File: config.mk
export PLATFORM = sky130hd
export DESIGN_NAME = fp_add_sub_pipe
export DESIGN_NICKNAME = d
export VERILOG_FILES = /design/src/rtl/fp_add_sub_pipe.sv
export SDC_FILE = /design/constraint.sdc
export NUM_CORES = 1
export LEC_CHECK = 0
export CAP_MARGIN = 40
export CORE_UTILIZATION = 61
export DETAILED_ROUTE_END_ITERATION = 6
export PLACE_DENSITY_LB_ADDON = 0.1
export SLEW_MARGIN = 20
export SYNTH_ARGS = -nofsm -noshare
export SYNTH_HDL_FRONTEND = slang
export SYNTH_SLANG_ARGS = --single-unit
File: constraint.sdc
create_clock -name clk -period 7.6 [get_ports clk]
set_clock_uncertainty 0.2 [all_clocks]
set_input_delay 1.52 -clock clk [delete_from_list [all_inputs] [get_ports clk]]
set_output_delay 1.52 -clock clk [all_outputs]
set_load 0.1 [all_outputs]
File: src/rtl/fp_add_sub_pipe.sv
// Four-stage pipelined floating-point adder/subtractor: unpack/swap, align,
// add/sub, normalise/round. Denormals flush to zero; rounding is nearest-even.
module fp_add_sub_pipe #(
  parameter int EXP_W = 8,
  parameter int MAN_W = 23,
  parameter int TAG_W = 4
) (
  input  logic                 clk,
  input  logic                 reset,
  input  logic                 in_valid,
  output logic                 in_ready,
  input  logic                 op,
  input  logic [EXP_W+MAN_W:0] dataa,
  input  logic [EXP_W+MAN_W:0] datab,
  input  logic [TAG_W-1:0]     in_tag,
  output logic                 out_valid,
  input  logic                 out_ready,
  output logic [EXP_W+MAN_W:0] result,
  output logic [TAG_W-1:0]     out_tag,
  output logic [3:0]           out_flags
);
  localparam int W  = 1 + EXP_W + MAN_W;
  localparam int SW = MAN_W + 4;
  localparam int AW = MAN_W + 5;
  localparam int EW = EXP_W + 2;
  localparam logic [EXP_W-1:0] DSAT = EXP_W'(MAN_W + 3);
  localparam logic signed [EW-1:0] EMAX = EW'((2 ** EXP_W) - 1);
  localparam logic signed [EW-1:0] EONE = EW'(1);
  localparam logic [W-1:0] QNAN = {1'b0, {EXP_W{1'b1}}, 1'b1, {(MAN_W-1){1'b0}}};

  typedef struct packed {
    logic             valid;
    logic [TAG_W-1:0] tag;
    logic             spec;
    logic [W-1:0]     specRes;
    logic [3:0]       specFlags;
    logic             sX;
    logic [EXP_W-1:0] eX;
  } ctl_t;

  ctl_t             w_c0, r_c1, r_c2, r_c3;
  logic             r_sub1, r_sub2, r_v4;
  logic [EXP_W-1:0] r_diff1;
  logic [MAN_W:0]   r_sigX1, r_sigY1, r_sigX2;
  logic [SW-1:0]    r_yAl2;
  logic [AW-1:0]    r_sum3;
  logic [W-1:0]     r_result;
  logic [TAG_W-1:0] r_tag4;
  logic [3:0]       r_flags4;

  logic             w_en, w_sa, w_sb, w_swap;
  logic             w_zeroA, w_zeroB, w_infA, w_infB, w_nanA, w_nanB;
  logic [W-2:0]     w_keyA, w_keyB, w_keyX, w_keyY;
  logic [EXP_W-1:0] w_dsat;
  logic [SW-1:0]    w_yExt, w_yShift, w_mask, w_yAl, w_norm;
  logic [AW-1:0]    w_sum;
  logic [EW-1:0]    w_pos, w_lz;
  logic signed [EW-1:0] w_eX, w_eN, w_eR;
  logic [MAN_W:0]   w_frac;
  logic             w_carry, w_rup, w_inex;
  logic [W-1:0]     w_res;
  logic [3:0]       w_flags;

  // The whole pipe advances together; a stalled output freezes every stage, bubbles included.
  assign w_en      = !r_v4 || out_ready;
  assign in_ready  = w_en;
  assign out_valid = r_v4;
  assign result    = r_result;
  assign out_tag   = r_tag4;
  assign out_flags = r_flags4;

  assign w_sa    = dataa[W-1];
  assign w_sb    = datab[W-1] ^ op;
  assign w_zeroA = (dataa[W-2:MAN_W] == '0);
  assign w_zeroB = (datab[W-2:MAN_W] == '0);
  assign w_infA  = (dataa[W-2:MAN_W] == '1) && (dataa[MAN_W-1:0] == '0);
  assign w_infB  = (datab[W-2:MAN_W] == '1) && (datab[MAN_W-1:0] == '0);
  assign w_nanA  = (dataa[W-2:MAN_W] == '1) && (dataa[MAN_W-1:0] != '0);
  assign w_nanB  = (datab[W-2:MAN_W] == '1) && (datab[MAN_W-1:0] != '0);
  assign w_keyA  = w_zeroA ? '0 : dataa[W-2:0];
  assign w_keyB  = w_zeroB ? '0 : datab[W-2:0];
  assign w_swap  = w_keyB > w_keyA;
  assign w_keyX  = w_swap ? w_keyB : w_keyA;
  assign w_keyY  = w_swap ? w_keyA : w_keyB;

  always_comb begin
    w_c0       = '0;
    w_c0.valid = in_valid;
    w_c0.tag   = in_tag;
    w_c0.sX    = w_swap ? w_sb : w_sa;
    w_c0.eX    = w_keyX[W-2:MAN_W];
    if (w_nanA || w_nanB) begin
      w_c0.spec    = 1'b1;
      w_c0.specRes = QNAN;
    end else if (w_infA && w_infB && (w_sa != w_sb)) begin
      w_c0.spec      = 1'b1;
      w_c0.specRes   = QNAN;
      w_c0.specFlags = 4'b1000;
    end else if (w_infA) begin
      w_c0.spec    = 1'b1;
      w_c0.specRes = {w_sa, {EXP_W{1'b1}}, {MAN_W{1'b0}}};
    end else if (w_infB) begin
      w_c0.spec    = 1'b1;
      w_c0.specRes = {w_sb, {EXP_W{1'b1}}, {MAN_W{1'b0}}};
    end else if (w_zeroA && w_zeroB) begin
      w_c0.spec    = 1'b1;
      w_c0.specRes = {w_sa & w_sb, {(W-1){1'b0}}};
    end
  end

  // Alignment keeps guard/round bits and folds everything shifted further into sticky.
  assign w_dsat   = (r_diff1 > DSAT) ? DSAT : r_diff1;
  assign w_yExt   = {r_sigY1, 3'b000};
  assign w_yShift = w_yExt >> w_dsat;
  assign w_mask   = (SW'(1) << w_dsat) - SW'(1);
  assign w_yAl    = {w_yShift[SW-1:1], w_yShift[0] | (|(w_yExt & w_mask))};

  assign w_sum = r_sub2 ? ({1'b0, r_sigX2, 3'b000} - {1'b0, r_yAl2})
                        : ({1'b0, r_sigX2, 3'b000} + {1'b0, r_yAl2});

  always_comb begin
    w_pos = '0;
    for (int i = 0; i < AW; i++) begin
      if (r_sum3[i]) w_pos = EW'(i);
    end
  end

  assign w_carry = r_sum3[AW-1];
  assign w_lz    = EW'(AW - 2) - w_pos;
  assign w_eX    = $signed({2'b00, r_c3.eX});
  assign w_eN    = w_carry ? w_eX + EONE : w_eX - $signed(w_lz);
  assign w_norm  = w_carry ? {r_sum3[AW-1:2], |r_sum3[1:0]} : (r_sum3[SW-1:0] << w_lz);
  assign w_rup   = w_norm[2] & (w_norm[1] | w_norm[0] | w_norm[3]);
  assign w_inex  = |w_norm[2:0];
  // A carry out of the fraction means rounding rolled the significand over to the next binade.
  assign w_frac  = {1'b0, w_norm[SW-2:3]} + {{MAN_W{1'b0}}, w_rup};
  assign w_eR    = w_frac[MAN_W] ? w_eN + EONE : w_eN;

  always_comb begin
    w_res   = {r_c3.sX, w_eR[EXP_W-1:0], w_frac[MAN_W-1:0]};
    w_flags = {3'b000, w_inex};
    if (r_c3.spec) begin
      w_res   = r_c3.specRes;
      w_flags = r_c3.specFlags;
    end else if (!w_norm[SW-1]) begin
      w_res   = '0;
      w_flags = '0;
    end else if (w_eN < EONE) begin
      w_res   = {r_c3.sX, {(W-1){1'b0}}};
      w_flags = 4'b0011;
    end else if (w_eR >= EMAX) begin
      w_res   = {r_c3.sX, {EXP_W{1'b1}}, {MAN_W{1'b0}}};
      w_flags = 4'b0101;
    end
  end

  always_ff @(posedge clk) begin
    if (reset) begin
      r_c1     <= '0;
      r_c2     <= '0;
      r_c3     <= '0;
      r_sub1   <= 1'b0;
      r_sub2   <= 1'b0;
      r_diff1  <= '0;
      r_sigX1  <= '0;
      r_sigY1  <= '0;
      r_sigX2  <= '0;
      r_yAl2   <= '0;
      r_sum3   <= '0;
      r_v4     <= 1'b0;
      r_result <= '0;
      r_tag4   <= '0;
      r_flags4 <= '0;
    end else if (w_en) begin
      r_c1     <= w_c0;
      r_sub1   <= w_sa ^ w_sb;
      r_diff1  <= w_keyX[W-2:MAN_W] - w_keyY[W-2:MAN_W];
      r_sigX1  <= {|w_keyX[W-2:MAN_W], w_keyX[MAN_W-1:0]};
      r_sigY1  <= {|w_keyY[W-2:MAN_W], w_keyY[MAN_W-1:0]};
      r_c2     <= r_c1;
      r_sub2   <= r_sub1;
      r_sigX2  <= r_sigX1;
      r_yAl2   <= w_yAl;
      r_c3     <= r_c2;
      r_sum3   <= w_sum;
      r_v4     <= r_c3.valid;
      r_result <= w_res;
      r_tag4   <= r_c3.tag;
      r_flags4 <= w_flags;
    end
  end
endmodule

==> results of run 1 <==
[critical path: stages, from the launching register on]
cell	delay, ps
dfxtp_1	520
inv_2	150
a221oi_2	340
o221ai_2	170
o211a_2	460
xnor2_2	220
o21ai_4	420
inv_2	290
fa_1	500
a21o_1	170
a21oi_1	220
o21ai_0	150
a21oi_1	270
o21ai_0	120
a21oi_1	200
xnor2_1	90
o22ai_1	590
nand2_1	180
o22ai_1	320
nand2b_1	100
o32a_1	310
o31ai_2	130
nand2_1	470
o21ai_0	400
[cell type report]
type	instances	share of cell area
clock buffers	38	0.0392
well taps	378	0.0230
multi-input cells	1885	0.571
repair buffers	189	0.110
inverters	102	0.0189
flip-flops and latches	235	0.229
clock inverters	12	0.00912
[report_power, final]
part | leakage, nW | switching, mW | internal [mW]
clock | 0.486 | 0.561 | 0.880
combinational | 5.81 | 2.70 | 1.45
sequential | 1.93 | 0.142 | 1.35
total | 8.22 | 3.40 | 3.68
[state kept, by name (all words and copies together) (netlist names)]
register	count
r_sigX1	24
out_tag	4
r_sigY1	24
r_yAl2	27
result	32
r_sum3	28
r_sigX2	24
out_valid	1
r_sub2	1
r_c2	19
r_c3	19
r_sub1	1
r_c1	19
r_diff1	8
out_flags	4
[worst paths after layout]
kind              slack, ps         end  cells past startpoint      start
setup / recovery        480  result[19]                     23  r_sum3[5]
hold / removal          250    r_c2[44]                      2   r_c2[44]
setup reg to reg        480  result[19]                     23  r_sum3[5]
hold reg to reg         250    r_c2[44]                      2   r_c2[44]
[layout by cell type (no fill, tap or decap), types with 30 or more instances in the layout]
master	count
nand2_1	343
a21oi_1	246
nor2_1	243
dfxtp_1	235
o21ai_0	135
clkdlybuf4s50_1	113
inv_1	97
ha_1	95
mux2i_1	74
nand3_1	66
nor3_1	65
a211oi_1	57
xnor2_1	38
and2_1	31
buf_8	31
a311oi_1	30
[cell families after synthesis]
| kind of cell | Yosys count |
|---|---|
| compound gates | 715 |
| xor+xnor | 65 |
| fa+ha+maj | 98 |
| buf+inv | 276 |
| flops | 235 |
| mux | 87 |
| simple gates | 920 |
[per-stage QoR]
| stage | setup WS, ps | instances | utilization | power, mW | hold slack [ps] |
|---|---|---|---|---|---|
| floorplan | 1150 | 2396 | - | 4.38 | 232 |
| global placement | 798 | 2740 | 0.666 | 5.25 | 239 |
| detailed placement | 710 | 2787 | 0.698 | 5.42 | 243 |
| CTS | 708 | 2837 | 0.733 | 6.90 | 252 |
| global route | 87.8 | 2839 | 0.734 | 7.39 | 268 |
| finish | 477 | 2839 | 0.734 | 7.08 | 250 |
[metal layers]
metal | vias to the layer above | track usage
met4 | 0 | 0.164
met2 | 936 | 0.603
li1 | 8719 | -
met3 | 221 | 0.0651
met5 | - | 0
met1 | 8708 | 0.512
==> run_results.csv, run 1 <==
group,metric,value,unit
timing,drv_slew,0,
drt,drcViolationCount,0,
final_layout,area_delta_synth_final,17.3,%
drt,met1_length,24.4,mm
final_layout,drive_gt1_frac,0.0821,
min_path,hp-class,"flip-flop to flip-flop",
clock_network,path_clk_slew,70,ps
synth,synth_nets,2566,
floorplan,die_x,172,µm
place,portBuffers,114,
place,gp_congestion,0.964,
worst_setup_path,cp.arrival,7370,ps
run_status,status,"finished clean",
timing,max_freq,0.140,GHz
timing,period_needed,7120,ps
clock_network,cts_hold_buf,0,
clock_network,cts_setup_buffers,0,
drt,antenna_left,0,
synth,yosysTopAreaCell,"dfxtp_1",
synth,yosysTopAreaCellShare,0.268,
clock_network,clkLatencyLatePin,550,ps
global_routing,grt_usage,0.383,
floorplan,die_area,29400,µm²
synth,synthArstFlopShare,0,
worst_setup_path,crit_fanout,25,
final_layout,final_nets,2610,
job,maxCapViolations,0,
synth,synth_common_cells,"343 x nand2_1, 246 x a21oi_1, 245 x nor2_1, 235 x dfxtp_1, 135 x o21ai_0",
global_routing,grt_overflow,0,
drt,vias_per_cell,6.55,
final_layout,num-fill-cells,2228,
synth,synthCells,2396,
final_layout,regArea,4700,µm²
timing,rsz0062_at_grt,"false",
synth,synth.cell_area,17500,µm²
worst_setup_path,crit_required,7850,ps
synth,synthAdderAreaFrac,0.0706,
drt,met3_length,4.92,mm
synth,synth-xor-area-share,0.0329,
floorplan,rows,61,
place,dp_hpwl,41.3,mm
global_routing,grt_max_degree,97,
synth,yosysMostFrequentCell,"nand2_1",
global_routing,antenna_found_initial,0,
synth,synthMuxAreaShare,0.0519,
worst_setup_path,cp-end-kind,"flip-flop",
global_routing,grt_pass1_vias,17100,
drt,drtPass1Iterations,5,
drt,drt_iter0_markers,1912,
drt,highest_layer,"met4",
floorplan,ioPinCount,115,
pwr,leakagePower,8.22,nW
final_layout,multi_input_area,11700,µm²
synth,syn_area_per_cell,7.32,µm²
drt,vias,18600,
timing,period_share,0.937,
drt,met2WireLength,25.2,mm
global_routing,grt_pass1_wl,90.1,mm
final_layout,num_antenna_cells,0,
pwr,ir_drop,205,µV
place,dpl_cell_area,19500,µm²
timing,hold_viol_final,0,
synth,synth_flop_cell,"dfxtp_1",
timing,tns,0,ps
clock_network,root_buffer,"clkbuf_16",
worst_setup_path,criticalPathCategory,"flip-flop to flip-flop",
timing,setup_violations,0,
drt,post_drt_wl_per_cell,20.1,µm
floorplan,initial_core_util,0.626,
synth,ys_ff_latch,235,
worst_setup_path,start_kind,"flip-flop",
clock_network,numClockSinks,235,
timing,tightest_slew,918,ps
drt,wl,57.0,mm
synth,synth_top_family_by_area,"compound AO/OA/AOI/OAI gates",
synth,yosysWarnings,0,
synth,synth_edf_count,0,
final_layout,final_cell_area,20600,µm²
floorplan,die_h,172,µm
pwr,power_density,344,nW/µm²
clock_network,cts_resized,0,
floorplan,fp.coreArea,28000,µm²
clock_network,htree_num_levels,1,
synth,ys_seq_area_frac,0.268,
clock_network,cts_max_path_buffers,3,
timing,slew_headroom,0.380,
synth,synth_area_leaders,"dfxtp_1 27%, nand2_1 7.3%, a21oi_1 7.0%, ha_1 6.8%, nor2_1 5.2%",
synth,yosys.area_share.simple,0.244,
synth,synth.distinct_cells,104,
clock_network,cts_buffers,27,
clock_network,tritoncts,"built",
synth,synth-compound-area-share,0.269,
Power figures use the tool's default switching activity.
==> run 2: changes to the inputs <==
- TNS_END_PERCENT: unset -> 50
==> results of run 2 <==
No change in the layout: final DEF, timing and power equal those of run 1.
==> run 3: changes to the inputs <==
- CAP_MARGIN: 40 -> unset
- CORE_UTILIZATION: 61 -> 64
- clock period: 7.6 -> 8.44 ns (I/O delays scaled with it)
==> run 3 against run 2 <==
  * Routed wire length is 1.6% lower
  * First-iteration DRC count grew 9.5%
  * Core utilization is 1.0 points lower
  * Via count is 0.80% lower
  * Critical path depth stayed put
  * Register-to-register slack better by 510 ps
  * Global-route usage grew 0.47 points
==> run_results.csv, run 3 (synthesized netlist as in run 1, its figures left out) <==
group,metric,value,unit
drt,wl,56.1,mm
floorplan,die_x,168,µm
timing,tightest_slew,1090,ps
floorplan,initial_core_util,0.651,
timing,slew_headroom,0.274,
min_path,hp-start,"r_c1[48]",
final_layout,drive_gt1_frac,0.0622,
clock_network,cts_resized,0,
global_routing,antenna_found_initial,1,
clock_network,cts_buffers,27,
floorplan,rows,60,
min_path,hold_depth,2,
final_layout,final_common_cell,"nand2_1",
drt,drcViolationCount,0,
worst_setup_path,reg2reg_to,"result[12]",
final_layout,regArea,4700,µm²
floorplan,die_h,168,µm
final_layout,num-fill-cells,2144,
timing,period_share,0.883,
pwr,power_density,314,nW/µm²
drt,post_drt_wl_per_cell,20.4,µm
clock_network,tritoncts,"built",
timing,rsz0062_at_grt,"false",
place,dpl_worst_slack,1060,ps
final_layout,final_util,0.724,
final_layout,multi_input_area,11700,µm²
worst_setup_path,r2r_setup_slack,980,ps
drt,drtPass1Iterations,6,
final_layout,largest_reg_flops,32,
clock_network,path_clk_slew,60,ps
min_path,hp-class,"flip-flop to flip-flop",
clock_network,htree_num_levels,1,
place,portBuffers,114,
drt,drt_iter0_markers,2093,
worst_setup_path,criticalPathCategory,"flip-flop to flip-flop",
worst_setup_path,crit_fanout,25,
job,maxCapViolations,0,
final_layout,final_cell_area,19500,µm²
timing,tns,0,ps
pwr,leakagePower,7.76,nW
clock_network,numClockSinks,235,
pwr,ir_drop,181,µV
clock_network,root_buffer,"clkbuf_16",
final_layout,final_nets,2562,
global_routing,grt_usage,0.387,
timing,whs,250,ps
worst_setup_path,start_kind,"flip-flop",
timing,setup_violations,0,
global_routing,grt_max_degree,119,
drt,vias,18400,
floorplan,fp.coreArea,27000,µm²
run_status,status,"finished clean",
place,dp_hpwl,40.0,mm
drt,vias_per_cell,6.69,
global_routing,grt_overflow,0,
floorplan,die_area,28100,µm²
worst_setup_path,timing.rr.start,"r_sum3[5]",
place,gp_congestion,0.981,
timing,max_freq,0.134,GHz
global_routing,grt_pass1_vias,17000,
min_path,hold_end,"r_c2[48]",
timing,worst_slack,984,ps
clock_network,cts_setup_buffers,0,
timing,drv_slew,0,
worst_setup_path,crit_required,8690,ps
timing,period_needed,7460,ps
worst_setup_path,rr_worst_depth,23,
drt,antenna_left,0,
worst_setup_path,cp.arrival,7710,ps
clock_network,cts_hold_buf,0,
timing,hold_viol_final,0,
final_layout,area_delta_synth_final,11.3,%
worst_setup_path,cp-end-kind,"flip-flop",
clock_network,clkLatencyLatePin,550,ps
floorplan,ioPinCount,115,
final_layout,layout_common_cells,"343 x nand2_1, 246 x a21oi_1, 243 x nor2_1",
clock_network,cts_max_path_buffers,3,
place,dpl_cell_area,18600,µm²
global_routing,grt_pass1_wl,89.0,mm
final_layout,num_antenna_cells,0,
-- run 3: cell types whose count changed in the layout (fill, tap and decap cells not counted), moves of 2 or more --
| cell | previous run | this run |
|---|---|---|
| buf_8 | 31 | 0 |
| buf_16 | 16 | 0 |
| clkbuf_1 | 2 | 6 |
| clkbuf_8 | 9 | 5 |
| bufinv_16 | 4 | 2 |
-- run 3: worst max-delay path by stage --
stage,start,to,cells after the start
2_1_floorplan,datab[27],r_diff1[6],29
3_3_place_gp,dataa[28],r_diff1[6],23
3_5_place_dp,dataa[28],r_diff1[7],20
5_1_grt,r_sum3[5],result[12],23
6_report,r_sum3[5],result[12],23
4_1_cts,r_sum3[5],result[12],23
-- run 3: routing by layer --
| metal | routed length, µm | GRT usage |
|---|---|---|
| met2 | 25300 | 0.623 |
| met1 | 23600 | 0.518 |
| met5 | 13 | 0 |
| met3 | 5380 | 0.0709 |
| met4 | 1800 | 0.137 |
-- run 3: per-stage QoR --
stage	instances	total power, mW
after CTS	2754	6.01
final	2754	6.12
after floorplan	2396	3.94
after global routing	2754	6.43
after detailed placement	2704	4.81
after global placement	2704	4.76
-- run 3: final cells by class --
type / count / area share
clock buffer: 38 / 0.0393
clock inverter: 12 / 0.00737
inverter: 102 / 0.0199
multi-input combinational: 1885 / 0.602
sequential: 235 / 0.241
tap: 341 / 0.0219
timing repair buffer: 141 / 0.0689
-- run 3: critical path, stage by stage (launching register included) --
cell	delay, ps
dfxtp_1	590
inv_2	130
a221oi_2	340
o221ai_2	160
o211a_2	450
xnor2_2	780
o21ai_4	250
inv_2	360
ha_1	300
nor2b_1	130
o21ai_0	220
a21boi_0	150
o21ai_0	290
a21boi_0	170
o21ai_0	240
a21boi_0	180
o31ai_1	570
nand2_1	230
o22ai_1	290
nand2b_1	100
o32a_1	310
o31ai_2	110
nand2_1	450
o21ai_0	350
-- run 3: power breakdown --
part | switching (mW) | leakage [nW] | internal (mW)
logic | 2.36 | 5.39 | 1.22
clock network | 0.491 | 0.444 | 0.702
registers | 0.138 | 1.93 | 1.21
total | 2.98 | 7.76 | 3.14
